--- config.mk ---
export PLATFORM = sky130hd
export DESIGN_NAME = spi_sram_master
export DESIGN_NICKNAME = d
export VERILOG_FILES = /design/src/rtl/spi_sram_pkg.sv /design/src/rtl/spi_sram_master_sck_gen.sv /design/src/rtl/spi_sram_master.sv
export SDC_FILE = /design/constraint.sdc
export NUM_CORES = 1
export LEC_CHECK = 0
export ABC_CLOCK_PERIOD_IN_PS = 9200
export BUFFER_PORTS_ARGS = -buffer_cell sky130_fd_sc_hd__buf_4
export CAP_MARGIN = 20
export CELL_PAD_IN_SITES_DETAIL_PLACEMENT = 2
export CELL_PAD_IN_SITES_GLOBAL_PLACEMENT = 2
export CORE_ASPECT_RATIO = 0.6
export CORE_UTILIZATION = 40
export DETAILED_ROUTE_END_ITERATION = 8
export PLACE_DENSITY = 0.92
export SLEW_MARGIN = 15
export SYNTH_ARGS = -nofsm -noshare
export SYNTH_HDL_FRONTEND = slang
export SYNTH_HIERARCHICAL = 1
export SYNTH_SLANG_ARGS = --single-unit
--- constraint.sdc ---
create_clock -name clk -period 9.2 [get_ports clk]
set_clock_uncertainty 0.1 [all_clocks]
set_input_delay 2.3 -clock clk [delete_from_list [all_inputs] [get_ports clk]]
set_output_delay 2.3 -clock clk [all_outputs]
set_load 0.02 [all_outputs]
--- src/rtl/spi_sram_pkg.sv ---
// Shared SPI SRAM command codes, field widths and master state encoding.
package spi_sram_pkg;

  localparam logic [7:0] SPI_CMD_READ  = 8'h03;
  localparam logic [7:0] SPI_CMD_WRITE = 8'h02;

  localparam int SPI_CMD_BITS  = 8;
  localparam int SPI_ADDR_BITS = 24;
  localparam int SPI_DATA_BITS = 8;

  typedef enum logic [2:0] {
    IDLE,
    CMD,
    ADDR,
    DATA,
    GAP
  } spi_mst_state_t;

endpackage

--- src/rtl/spi_sram_master_sck_gen.sv ---
// sck divider: CLK_DIV clk cycles per half-period, idles low, restarts in low phase on clr.
// sample_stb marks the last high cycle (sck falls after it); fall_stb marks the first low cycle.
module spi_sck_gen #(
  parameter int CLK_DIV = 2
) (
  input  logic clk,
  input  logic rst,
  input  logic en,
  input  logic clr,
  output logic sck,
  output logic fall_stb,
  output logic sample_stb
);

  localparam int CW = (CLK_DIV > 1) ? $clog2(CLK_DIV) : 1;

  logic [CW-1:0] cnt;
  logic          last;

  assign last       = (cnt == CW'(CLK_DIV - 1));
  assign sample_stb = en && sck && last;

  always_ff @(posedge clk or posedge rst) begin
    if (rst) begin
      cnt      <= '0;
      sck      <= 1'b0;
      fall_stb <= 1'b0;
    end else begin
      fall_stb <= sample_stb;
      if (clr) begin
        cnt <= '0;
        sck <= 1'b0;
      end else if (en) begin
        if (last) begin
          cnt <= '0;
          sck <= ~sck;
        end else begin
          cnt <= cnt + 1'b1;
        end
      end
    end
  end

endmodule

--- src/rtl/spi_sram_master.sv ---
// SPI mode-0 master turning byte requests into READ/WRITE SRAM frames; same-direction
// sequential requests presented in the end-of-byte window extend the open frame.
module spi_sram_master
  import spi_sram_pkg::*;
#(
  parameter int CLK_DIV = 2,
  parameter int CS_GAP  = 4
) (
  input  logic        clk,
  input  logic        rst,
  input  logic        req_valid,
  output logic        req_ready,
  input  logic        req_wr,
  input  logic [23:0] req_addr,
  input  logic [7:0]  req_wdata,
  output logic        rsp_valid,
  output logic [7:0]  rsp_rdata,
  output logic        spi_cs_n,
  output logic        spi_sck,
  output logic        spi_mosi,
  input  logic        spi_miso
);

  localparam int GW = $clog2(CS_GAP + 1);

  spi_mst_state_t state, state_nxt;

  logic          wr_q;
  logic [23:0]   addr_q;
  logic [7:0]    wdata_q;
  logic [6:0]    rx_q;
  logic [7:0]    cmd_byte;
  logic [4:0]    bit_cnt;
  logic [4:0]    bit_nxt;
  logic [GW-1:0] gap_cnt;
  logic          sck_en;
  logic          fall_stb;
  logic          sample_stb;
  logic          accept;
  logic          burst_ok;
  logic          burst_acc;
  logic          window;
  logic          last_bit;

  assign cmd_byte = wr_q ? SPI_CMD_WRITE : SPI_CMD_READ;
  assign bit_nxt  = bit_cnt - 5'd1;
  assign last_bit = sample_stb && (bit_cnt == 5'd0);

  spi_sck_gen #(.CLK_DIV(CLK_DIV)) u_sck_gen (
    .clk        (clk),
    .rst        (rst),
    .en         (sck_en),
    .clr        (accept),
    .sck        (spi_sck),
    .fall_stb   (fall_stb),
    .sample_stb (sample_stb)
  );

  always_ff @(posedge clk or posedge rst) begin
    if (rst) state <= IDLE;
    else     state <= state_nxt;
  end

  // The burst window is the sck-falling cycle that carries the completion pulse.
  always_comb begin
    state_nxt = state;
    req_ready = 1'b0;
    accept    = 1'b0;
    burst_acc = 1'b0;
    sck_en    = 1'b0;
    burst_ok  = req_valid && (req_wr == wr_q) && (req_addr == addr_q + 24'd1);
    window    = (state == DATA) && fall_stb && rsp_valid;
    case (state)
      IDLE: begin
        req_ready = 1'b1;
        if (req_valid) begin
          accept    = 1'b1;
          state_nxt = CMD;
        end
      end
      CMD: begin
        sck_en = 1'b1;
        if (last_bit) state_nxt = ADDR;
      end
      ADDR: begin
        sck_en = 1'b1;
        if (last_bit) state_nxt = DATA;
      end
      DATA: begin
        if (window) begin
          if (burst_ok) begin
            req_ready = 1'b1;
            burst_acc = 1'b1;
            sck_en    = 1'b1;
          end else begin
            state_nxt = GAP;
          end
        end else begin
          sck_en = 1'b1;
        end
      end
      GAP: begin
        if (gap_cnt == '0) state_nxt = IDLE;
      end
      default: state_nxt = IDLE;
    endcase
  end

  always_ff @(posedge clk or posedge rst) begin
    if (rst) begin
      wr_q      <= 1'b0;
      addr_q    <= '0;
      wdata_q   <= '0;
      rx_q      <= '0;
      bit_cnt   <= '0;
      gap_cnt   <= '0;
      rsp_valid <= 1'b0;
      rsp_rdata <= '0;
      spi_cs_n  <= 1'b1;
      spi_mosi  <= 1'b0;
    end else begin
      rsp_valid <= 1'b0;
      if (accept) begin
        wr_q     <= req_wr;
        addr_q   <= req_addr;
        wdata_q  <= req_wdata;
        bit_cnt  <= 5'(SPI_CMD_BITS - 1);
        spi_cs_n <= 1'b0;
        spi_mosi <= req_wr ? SPI_CMD_WRITE[7] : SPI_CMD_READ[7];
      end else if (window) begin
        if (burst_acc) begin
          addr_q   <= req_addr;
          wdata_q  <= req_wdata;
          bit_cnt  <= 5'(SPI_DATA_BITS - 1);
          spi_mosi <= req_wr & req_wdata[7];
        end else begin
          spi_cs_n <= 1'b1;
          spi_mosi <= 1'b0;
          gap_cnt  <= GW'(CS_GAP - 1);
        end
      end else if (state == GAP) begin
        if (gap_cnt != '0) gap_cnt <= gap_cnt - 1'b1;
      end else if (sample_stb) begin
        // Next bit goes out on the same edge that drops sck.
        case (state)
          CMD: begin
            if (bit_cnt == 5'd0) begin
              bit_cnt  <= 5'(SPI_ADDR_BITS - 1);
              spi_mosi <= addr_q[SPI_ADDR_BITS-1];
            end else begin
              bit_cnt  <= bit_nxt;
              spi_mosi <= cmd_byte[bit_nxt[2:0]];
            end
          end
          ADDR: begin
            if (bit_cnt == 5'd0) begin
              bit_cnt  <= 5'(SPI_DATA_BITS - 1);
              spi_mosi <= wr_q & wdata_q[SPI_DATA_BITS-1];
            end else begin
              bit_cnt  <= bit_nxt;
              spi_mosi <= addr_q[bit_nxt];
            end
          end
          DATA: begin
            rx_q <= {rx_q[5:0], spi_miso};
            if (bit_cnt == 5'd0) begin
              rsp_valid <= 1'b1;
              spi_mosi  <= 1'b0;
              if (!wr_q) rsp_rdata <= {rx_q, spi_miso};
            end else begin
              bit_cnt  <= bit_nxt;
              spi_mosi <= wr_q & wdata_q[bit_nxt[2:0]];
            end
          end
          default: ;
        endcase
      end
    end
  end

endmodule

* Word level (Yosys, flattened, before mapping) *
Index checks and enable logic that the tools add are counted.

cells by class
  equal/unequal tests = 17
  add/sub/neg operators = 4
  bitwise operators = 8
  mux-type cells = 65
  magnitude comparators = 2
  reduce and logical (&&, ||, !) cells = 29

operators with widths
  cell                   count
  $mux 24                3
  $mux 5                 8
  $mux 1                 33
  $mux 3                 10
  $add 24x1->24 const B  1
  $eq 24x24->1           1
  $mux 8                 3
  $ne 2x2->1 const B     8
  $pmux 3 s5             1
  $pmux 5 s3             1
  $reduce_bool 2->1      6
  $reduce_and 5->1       2
  $logic_and 1x1->1      7
  $reduce_and 7->1       1
  $bmux 1 s3             2
  $eq 3x2->1 const B     2
  $logic_not 3->1        2
  $lt 5x6->1 const B     1
  $ne 3x3->1 const B     2
  $reduce_and 2->1       3
  $reduce_and 6->1       1
  $reduce_bool 3->1      2
  $bmux 1 s5             1
  $logic_not 5->1        1
  other kinds (16)       23

storage, ports and cells
  register bits after elaboration = 65
  logic and storage cells = 139

* Logic depth before layout (Yosys ltp) *
  depth after elaboration = 12
  gate-level depth with buffers = 17
  gate-level depth less buffers = 16

* Cells and area by module *
Netlist, hierarchy kept.

by module, submodules not included
  module           cells an instance  sequential area each (um^2)  times used  area each (um^2)
  spi_sram_master  487                1552.7                       1           4403.0
  spi_sck_gen      10                 75.1                         1           125.1

* Least setup slack after synthesis *
OpenSTA, ideal clock, no wires.

  path kind = in2out
  from = in req_addr[13]
  to = out req_ready
  data arrival time = 4158 ps
  setup slack = 2642 ps
  stages = 8
  buffers on the path = 1
  cell sequence = xor2_1 -> a21boi_0 -> mux2i_1 -> or4_4 -> nor4_4 -> and3_1 -> buf_2 -> or2_2

on the way
  longest elaborated chain between the ends = 5

ends and longest elaborated chain
  element            RTL line               source
  start, declared    spi_sram_master.sv:14  input logic [23:0] req_addr,
  $eq 24x24->1       spi_sram_master.sv:71  burst_ok = req_valid && (req_wr == wr_q) && (req_addr == addr_q + 24'd1);
  $logic_and 1x1->1  spi_sram_master.sv:71
  $mux 1             spi_sram_master.sv:91  if (burst_ok) begin
  $mux 1             spi_sram_master.sv:90  if (window) begin
  $pmux 1 s2         spi_sram_master.sv:73  case (state)
  end, declared      spi_sram_master.sv:12  output logic req_ready,

No other way between the ends.

* Final worst setup path *
  from = in req_addr[13]
  to = reg bit_cnt[0]

on the way
  longest elaborated chain between the ends = 9

ends and longest elaborated chain
  element                          RTL line                       source
  $eq 24x24->1                     spi_sram_master.sv:71
  $logic_and 1x1->1                spi_sram_master.sv:71
  $mux 1                           spi_sram_master.sv:91
  $mux 1                           spi_sram_master.sv:90
  $pmux 1 s2                       spi_sram_master.sv:73
  net sck_en                       spi_sram_master.sv:36          logic sck_en;
  $logic_and 1x1->1 (2 in series)  spi_sram_master_sck_gen.sv:21  assign sample_stb = en && sck && last;
  net sample_stb                   spi_sram_master.sv:38          logic sample_stb;
  $reduce_bool 3->1 (no line)      n/a
  $reduce_and 5->1 (no line)       n/a
  end signal, assigned             spi_sram_master.sv:127         bit_cnt <= 5'(SPI_CMD_BITS - 1);
  end signal, assigned             spi_sram_master.sv:134         bit_cnt <= 5'(SPI_DATA_BITS - 1);
  end signal, assigned             spi_sram_master.sv:148         bit_cnt <= 5'(SPI_ADDR_BITS - 1);
  end, declared                    spi_sram_master.sv:33          logic [4:0] bit_cnt;

The timed path passes the listed nets, and every way through them passes these cells.
A chain may end at the register's enable or synchronous reset.

==> impl_metrics.csv <==
group,metric,value,unit
critical_path,arrival,6.93,ns
final_layout,final_cell_mix,"dfrtp_1 (64), buf_4 (58), nand2_1 (56)",
yosys,synth.avg_cell_area,9.11,µm²
yosys,synthArstFlopShare,100,%
cts,ctsHoldBuffers,0,
yosys,synth_fp_nets,538,
detailed_routing,ant_nets,0,
global_route,grt_max_degree,63,
final_layout,nFillCells,1169,
global_route,grt_pass1_wl,28.5,mm
floorplanning,core,0.0108,mm²
floorplanning,initial_utilization,42.0,%
cts,cts_resized,0,
placement,gp_congestion,0.893,
timing,period_share,74.5,%
critical_path,cp-endpoint,"bit_cnt[0]$_DFFE_PP0P_",
critical_path,r2r.worst_path.cells,17,
global_route,grt_overflow,0,
critical_path,startpoint_type,"input port",
yosys,synth_ff_type,"dfrtp_1",
global_route,antenna_found_initial,0,
yosys,syn_area,0.00453,mm²
timing,hold_viol_final,0,
detailed_routing,first_iter_violations,312,
timing,rsz0062_at_grt,"false",
critical_path,cp.required,9.28,ns
cts,clockBufferDepth,2,
final_layout,multi_input_area,0.00267,mm²
floorplanning,rows,29,
floorplanning,die_w,139,µm
cts,cts.sinks,65,
cts,post_cts_buffers,0,
pwr,p_leak,2.21,nW
final_layout,drive_above_1_share,20.8,%
timing,setup_ws,2.35,ns
yosys,yosysWarnings,6,
yosys,synth_seq_cells,65,
floorplanning,dieArea,0.0118,mm²
placement,hpwl,11.9,mm
timing,slew_violations,0,
critical_path,worstReg2RegStart,"addr_q[0]$_DFFE_PP0P_",
critical_path,critPathKind,"in2reg",
critical_path,worstReg2RegEnd,"bit_cnt[0]$_DFFE_PP0P_",
final_layout,area_growth,15.3,%
timing,slew_headroom,42.4,%
yosys,synth_edf_count,0,
critical_path,path_max_fanout,36,
cts,htreeDepth,3,
floorplanning,die_h,84.4,µm
final_layout,register_area,0.00163,mm²
critical_path,worst_setup_path_end_kind,"flip-flop",
final_layout,mostFrequentLayoutCell,"dfrtp_1",
detailed_routing,drt-total-wl,17.8,mm
global_route,grt_use_total,32.1,%
flow_run,drv_cap,0,
yosys,ys_seq_area_share,35.9,%
detailed_routing,avgRoutedWirePerCell,26.7,µm
critical_path,rrSetupSlack,2.91,ns
timing,worstMarginPinSlew,0.863,ns
placement,dp_slack,2.33,ns
cts,cts-root-buf,"clkbuf_16",
cts,cts.clk_slew.worst_paths,0.06,ns
cts,insertion_delay,0.34,ns
detailed_routing,drt_pass1_iterations,5,
worst_hold_path,min_path_type,"reg2reg",
cts,cts_tree,"yes",
cts,cts_made_buffers,9,
timing,setup_violations,0,
yosys,synthCells,497,
pwr,ir_drop,0.000112,V
final_layout,nets,565,
global_route,grt_pass1_vias,4775,
detailed_routing,route.detailed.drc,0,
detailed_routing,viasPerCell,6.60,
floorplanning,ios,50,
pwr,power.density,308,mW/mm²
detailed_routing,via_count,4409,
timing,fin_tns_setup,0,ns
placement,numPortBuffers,49,
final_layout,antenna_cells,0,
critical_path,cp-startpoint,"req_addr[13]",
status,status,"finished clean",
yosys,ys_types,61,
timing,fmax,0.146,GHz
timing,fin_crit,6.85,ns
## registers in the layout, summed over array words and instances (netlist names)
signal / count
wdata_q: 8
rsp_rdata: 8
bit_cnt: 5
rx_q: 7
u_sck_gen/cnt: 1
gap_cnt: 3
spi_cs_n: 1
spi_mosi: 1
addr_q: 24
u_sck_gen/sck: 1
wr_q: 1
u_sck_gen/fall_stb: 1
state: 3
rsp_valid: 1
## metrics by stage
stage / power [mW] / instance area (µm²) / instances / hold slack, ns / utilization [%]
2_1_floorplan: 0.996 / 4530 / 497 / 0.359 / -
3_3_place_gp: 1.16 / 4950 / 652 / 0.369 / 46.0
3_5_place_dp: 1.24 / 4950 / 652 / 0.396 / 46.0
4_1_cts: 1.59 / 5220 / 668 / 0.407 / 48.4
5_1_grt: 1.69 / 5220 / 668 / 0.429 / 48.4
6_report: 1.61 / 5220 / 668 / 0.407 / 48.4
## synth_stat cells (all sizes together) (4+ instances only)
| master | n | area share [%] |
|---|---|---|
| nand2b | 7 | 0.97 |
| ha | 4 | 1.1 |
| dfrtp | 64 | 35 |
| a32oi | 31 | 6.0 |
| or4 | 4 | 0.75 |
| nand3 | 14 | 1.5 |
| nand2 | 56 | 4.6 |
| mux2 | 15 | 3.7 |
| mux4 | 9 | 4.5 |
| nand3b | 4 | 0.66 |
| xor2 | 10 | 1.9 |
| nor2 | 17 | 1.4 |
| and3 | 5 | 0.72 |
| mux2i | 4 | 0.88 |
| clkbuf | 23 | 1.9 |
| inv | 12 | 0.99 |
| and2 | 32 | 4.4 |
| nor3 | 10 | 1.1 |
| o21ai | 41 | 4.5 |
| nand4 | 13 | 1.9 |
| o31ai | 5 | 0.83 |
| nor4 | 8 | 1.8 |
| buf | 19 | 2.2 |
| xnor2 | 23 | 4.4 |
| a31oi | 6 | 0.83 |
| a21oi | 17 | 2.0 |
## how the worst min path moves through the flow
stage,from,end,slack (ns),depth (start not counted)
2_1_floorplan,gap_cnt[1]$_DFFE_PP0P_,gap_cnt[1]$_DFFE_PP0P_,0.36,1
3_3_place_gp,gap_cnt[1]$_DFFE_PP0P_,gap_cnt[1]$_DFFE_PP0P_,0.37,1
4_1_cts,rx_q[6]$_DFFE_PP0P_,rx_q[6]$_DFFE_PP0P_,0.41,1
6_report,rx_q[6]$_DFFE_PP0P_,rx_q[6]$_DFFE_PP0P_,0.41,1
5_1_grt,spi_cs_n$_DFFE_PP1P_,spi_cs_n$_DFFE_PP1P_,0.43,1
3_5_place_dp,rx_q[6]$_DFFE_PP0P_,rx_q[6]$_DFFE_PP0P_,0.40,1
## where the power goes
part           leakage [nW]  internal [mW]  total (mW)  switching, mW
clock network         0.130          0.189       0.322          0.133
logic                  1.25          0.297       0.715          0.418
registers             0.826          0.378       0.572          0.195
## area by class of cell
cell class / instances / share of cell area [%]
Multi-Input combinational cell: 378 / 51.2
Sequential cell: 65 / 31.2
Timing Repair Buffer: 58 / 8.34
Clock buffer: 13 / 4.79
Tap cell: 139 / 3.33
Inverter: 12 / 0.863
Clock inverter: 3 / 0.335
## kinds of logic (layout without fill, tap and decap cells)
family          count (synthesis)  count (layout)  synth area share, %
compound gates                129             129                 20.1
flops                          65              65                 35.9
xor+xnor                       33              33                 6.38
simple gates                  184             184                 22.2
mux                            28              28                 9.09
buf+inv                        54              86                 5.11
fa+ha+maj                       4               4                 1.11
## critical path: stages
cell and delay (ns):
buf_4 0.12, xor2_1 0.20, a21boi_0 0.27, mux2i_1 0.14
or4_4 0.53, nor4_4 0.31, buf_4 0.47, a21oi_1 0.17
nor3_1 0.45, and3_2 0.32, and2_1 0.19, a21oi_1 0.09
a221oi_1 0.60, nand2_1 0.18, a21oi_1 0.30, nand2b_1 0.16
o31ai_1 0.10
## layer usage
metal | track usage [%] | vias up | part of all wire, %
met4 | 12.6 | 0 | 3.2
met3 | 8.44 | 47 | 8.0
met5 | 0 | - | 0
met2 | 49.5 | 205 | 45
li1 | - | 1899 | -
met1 | 43.1 | 2258 | 44
No activity file was read; power rests on OpenSTA's default activity.
